`config.mk`:
```
export PLATFORM = sky130hd
export DESIGN_NAME = button_debouncer_multi
export DESIGN_NICKNAME = d
export VERILOG_FILES = /design/src/rtl/button_debouncer_multi.sv
export SDC_FILE = /design/constraint.sdc
export NUM_CORES = 1
export LEC_CHECK = 0
export CORE_UTILIZATION = 46
export DETAILED_ROUTE_END_ITERATION = 8
export HOLD_SLACK_MARGIN = 0.03
export REMOVE_ABC_BUFFERS = 1
export SYNTH_ARGS = -nofsm -noshare
export SYNTH_HDL_FRONTEND = slang
export SYNTH_SLANG_ARGS = --single-unit
```
`constraint.sdc`:
```
create_clock -name clk_i -period 2.7 [get_ports clk_i]
set_input_delay 0.27 -clock clk_i [delete_from_list [all_inputs] [get_ports clk_i]]
set_output_delay 0.27 -clock clk_i [all_outputs]
set_load 0.01 [all_outputs]
```
`src/rtl/button_debouncer_multi.sv`:
```
// rtl/button_debouncer_multi.sv - N-channel button synchroniser, debounce filter, edge pulses, long-press and auto-repeat
module button_debouncer_multi #(
  parameter int N_CH        = 4,
  parameter int SYNC_STAGES = 2,
  parameter int DB_CYC      = 5_000_000,
  parameter int HOLD_CYC    = 100_000_000,
  parameter int RPT_CYC     = 20_000_000
) (
  input  logic            clk_i,
  input  logic            rst_i,
  input  logic [N_CH-1:0] bt_in_i,
  output logic [N_CH-1:0] level_o,
  output logic [N_CH-1:0] press_o,
  output logic [N_CH-1:0] release_o,
  output logic [N_CH-1:0] long_press_o,
  output logic [N_CH-1:0] repeat_tick_o
);

  localparam int DBW  = (DB_CYC > 1) ? $clog2(DB_CYC) : 1;
  localparam int HMAX = (HOLD_CYC > RPT_CYC) ? HOLD_CYC : RPT_CYC;
  localparam int HW   = $clog2(HMAX + 1);

  typedef enum logic [1:0] {IDLE, HOLD, REPEAT} hold_state_e;

  for (genvar i = 0; i < N_CH; i++) begin : g_ch
    logic [SYNC_STAGES-1:0] sync_q;
    logic [DBW-1:0]         db_cnt_q, db_cnt_d;
    logic                   level_q, level_d;
    logic                   press_q, release_q, long_q, rpt_q;
    logic [HW-1:0]          hold_cnt_q;
    hold_state_e            state_q;
    logic                   s;

    assign s = sync_q[SYNC_STAGES-1];

    always_comb begin
      level_d  = level_q;
      db_cnt_d = '0;
      if (s != level_q) begin
        if (db_cnt_q == DBW'(DB_CYC - 1)) level_d = ~level_q;
        else                              db_cnt_d = db_cnt_q + 1'b1;
      end
    end

    // The hold FSM looks at level_d so a release on the same edge suppresses any pulse.
    // In HOLD a zero counter marks "long_press already fired" when repeat is disabled.
    always_ff @(posedge clk_i) begin
      if (rst_i) begin
        sync_q     <= '0;
        db_cnt_q   <= '0;
        level_q    <= 1'b0;
        press_q    <= 1'b0;
        release_q  <= 1'b0;
        long_q     <= 1'b0;
        rpt_q      <= 1'b0;
        hold_cnt_q <= '0;
        state_q    <= IDLE;
      end else begin
        sync_q    <= {sync_q[SYNC_STAGES-2:0], bt_in_i[i]};
        db_cnt_q  <= db_cnt_d;
        level_q   <= level_d;
        press_q   <= level_d & ~level_q;
        release_q <= ~level_d & level_q;
        long_q    <= 1'b0;
        rpt_q     <= 1'b0;
        if (!level_d) begin
          state_q    <= IDLE;
          hold_cnt_q <= '0;
        end else begin
          case (state_q)
            IDLE: begin
              if (press_q) begin
                state_q    <= HOLD;
                hold_cnt_q <= HW'(1);
              end
            end
            HOLD: begin
              if (hold_cnt_q != '0) begin
                if (hold_cnt_q == HW'(HOLD_CYC - 1)) begin
                  long_q     <= 1'b1;
                  hold_cnt_q <= '0;
                  if (RPT_CYC > 0) state_q <= REPEAT;
                end else begin
                  hold_cnt_q <= hold_cnt_q + 1'b1;
                end
              end
            end
            REPEAT: begin
              if (hold_cnt_q == HW'(RPT_CYC - 1)) begin
                rpt_q      <= 1'b1;
                hold_cnt_q <= '0;
              end else begin
                hold_cnt_q <= hold_cnt_q + 1'b1;
              end
            end
            default: begin
              state_q    <= IDLE;
              hold_cnt_q <= '0;
            end
          endcase
        end
      end
    end

    assign level_o[i]       = level_q;
    assign press_o[i]       = press_q;
    assign release_o[i]     = release_q;
    assign long_press_o[i]  = long_q;
    assign repeat_tick_o[i] = rpt_q;
  end

endmodule

```
==> metrics <==
outcome finished clean; Reg clk slew, reported paths about 0.060 ns; CORE AREA between 20000 and 25000 µm²; setup tns final 0 ns; Netlist cell types 75; routed vias 9389; drt pass-1 iters 5; Post-Place Cells 1700; area leader, netlist dfxtp_1; WHS Path Cells 2; worst reg2reg setup slack 0.23 ns; gr usage total around a fifth; HPWL after detailed placement between 15000 and 20000 µm; top cell type's share of synthesized area 41.07%; startpoint of the worst hold path bt_in_i[1]; worst skew pair latency 0.54 ns; Worst setup SP type register; H-tree Lvls 1; Mean Syn Cell Area roughly 8.3 µm²; Sink Count 236; Synth area leaders dfxtp_1 41%, nor2_1 7.4%, xnor2_1 5.6%; pwr dens 545.2 nW/µm²; CTS root buf clkbuf_16; Clock Skew approximately 0.012 ns; fin nets ~1400; Max-slew headroom 60.38%; Peak VDD IR 0.4797 mV; Final ANT Viol Nets 0; Top FF cell, synth dfxtp_1; Hold Crit Class input port to register; share of cells above drive strength 1 7.730%; first-pass GRT wire length 42190 µm; Ys Warns 0; Clock Path Buffers 3; Slowest cell on crit path or4_4; Post-Layout Cell Count 1747; commonest non-fill, non-tap cells in the layout 236 x dfxtp_1, 226 x nor2_1, 119 x nand2_1; CTS Hold Buffers Added 0; critical path class register to register; Starting DRT DRC Count 487; placed inst area 12030 µm²; DRT Wirelength 24140 µm; Gate Count Post-Synth roughly 1400; Routed WL per cell 13.82 µm; Setup-failing EPs final 0; I/O Pins 26; Critical Path AT 2.89 ns; area grow syn2layout 12.10%; antenna violations before repair 0; final setup margin 0.2272 ns; CTS tree built; CP endpoint kind register; worst hold path endpoint g_ch[1].sync_q[0]$_SDFF_PP0_; final instance area 12890 µm²; Crit path buffers/inverters 1; routed vias/inst 5.374; Post-synth ARST share 0%; post-synthesis sequential area ratio 41.07%; routability cong. 0.8664; die area 25640 µm²; Hold WS 0.3007 ns; area of the mapped netlist 11500 µm²; commonest non-fill, non-tap cell in the layout dfxtp_1; Port Buf Inserts 25; Initial Util 47.16%; delay-heaviest family, CP simple AND/OR/NAND/NOR gates; EDFF count, synth 0; final hold violation count 0; min Tclk post-route 2.473 ns; worst r2r path cells 8; flops & latches, synth 236; Filler cells 2323; # DRC 0; worst slack, placed 0.2249 ns; Congestion Overflow GR 0; Worst-Margin Slew 0.5889 ns; leakage 0.003954 µW; CTS buffer count 27; f_max 404.4 MHz; WP data required between 3 and 4 ns; Worst Setup SP g_ch[1].hold_cnt_q[1]$_SDFFE_PP0P_; RR Endpoint g_ch[1].hold_cnt_q[9]$_SDFFE_PP0P_; unrepaired setup endpoints after global routing false; vias in the first global route 9033; crit-path cells ha_1, nand4_1, or4_4, o41ai_2, nand2_1, o21ai_2, buf_4, nor2_1; largest net degree at the start of global routing 24; die width around 160 µm; Antenna Cells 0; Final Max Tran Viols 0; crit share post-route 91.59%; critical path peak fanout 8; r2r startpoint g_ch[1].hold_cnt_q[1]$_SDFFE_PP0P_; Std-Cell Rows between 50 and 60; Die H 160.1 µm; # Max-Cap Violations 0; largest stage delay on the critical path ~0.60 ns
-- metal layers --
metal	part of all wire, %	global-route usage [%]	wire length [µm]
met5	0	0	0
met4	2.3	6.710	545
met3	3.2	2.571	765
met2	45	31.70	10790
met1	50	25.57	12040
-- synthesized netlist by cell type (4+ instances only) --
master,n
dfxtp_1,236
xor2_1,73
nand3b_1,4
or4_1,7
o31ai_1,5
o211ai_1,8
buf_4,21
nand4b_1,5
o21ai_1,7
and2_1,10
nor3_1,44
a31oi_1,13
nand3_1,83
inv_1,44
nor2b_1,20
and3_1,24
nor4_1,42
buf_2,9
or2_2,5
nor2_1,226
ha_1,12
a21oi_1,42
nand2_1,119
clkbuf_1,39
o21ai_0,26
buf_6,4
nor4b_1,12
or3_1,22
nand2b_1,5
o21a_1,6
xnor2_1,74
nor3_2,7
nand4_1,58
and4_1,13
a211oi_1,4
-- kinds of logic (layout without fill, tap and decap cells) --
kind of cell | count (synthesis) | in the layout | synth area share (%)
buffers and inverters | 117 | 150 | 4.862
and+or+nand+nor | 730 | 730 | 32.74
DFF | 236 | 236 | 41.07
muxes | 3 | 3 | 0.2719
adders and majority gates | 12 | 12 | 1.305
xor gates and xnor gates | 147 | 147 | 11.19
AOI/OAI and AO/OA | 145 | 145 | 8.550
-- power breakdown --
group | switching, µW | internal, µW
Sequential | 4.44 | 3490
Combinational | 22.3 | 16.2
Clock | 1420 | 2070
Total | 1450 | 5580
-- area by class of cell --
class                      count  area [µm²]  share of cell area, %
sequential                   236        4725                  36.64
inverter                      44       165.2                  1.281
clock buffer                  38       767.0                  5.949
clock inverter                 9       88.84                 0.6890
tap                          324       405.4                  3.144
multi-input combinational   1037        6225                  48.28
timing repair buffer          59       518.0                  4.017
-- what timing repair did --
action / 4_1_cts / 5_1_grt
endpoints found under the setup margin: 0 / 3
endpoints found under the hold margin: 0 / 0
resized for setup: 0 / 2
setup buffers: 0 / 0
-- worst max path at each step --
stage	slack (ns)	depth (start not counted)	to
finish	0.23	8	g_ch[1].hold_cnt_q[9]$_SDFFE_PP0P_
global route	0.07	8	g_ch[1].hold_cnt_q[9]$_SDFFE_PP0P_
CTS	0.19	7	g_ch[1].hold_cnt_q[22]$_SDFFE_PP0P_
detailed placement	0.22	7	g_ch[2].hold_cnt_q[7]$_SDFFE_PP0P_
global placement	0.29	8	g_ch[1].hold_cnt_q[26]$_SDFFE_PP0P_
floorplan	0.04	6	g_ch[2].hold_cnt_q[11]$_SDFFE_PP0P_
-- registers in the layout, summed over array words and instances (netlist names) --
signal / count
g_ch.state_q: 8
g_ch.rpt_q: 4
g_ch.db_cnt_q: 92
g_ch.release_q: 4
g_ch.press_q: 4
g_ch.level_q: 4
g_ch.long_q: 4
g_ch.hold_cnt_q: 108
g_ch.sync_q: 8
-- stage by stage --
step / util (%) / power [µW]
2_1_floorplan: - / 3587
3_5_place_dp: 49.33 / 3610
5_1_grt: 52.86 / 7317
4_1_cts: 52.84 / 7151
3_3_place_gp: 49.33 / 3610
6_report: 52.86 / 7030
No activity file was read; power rests on OpenSTA's default activity.
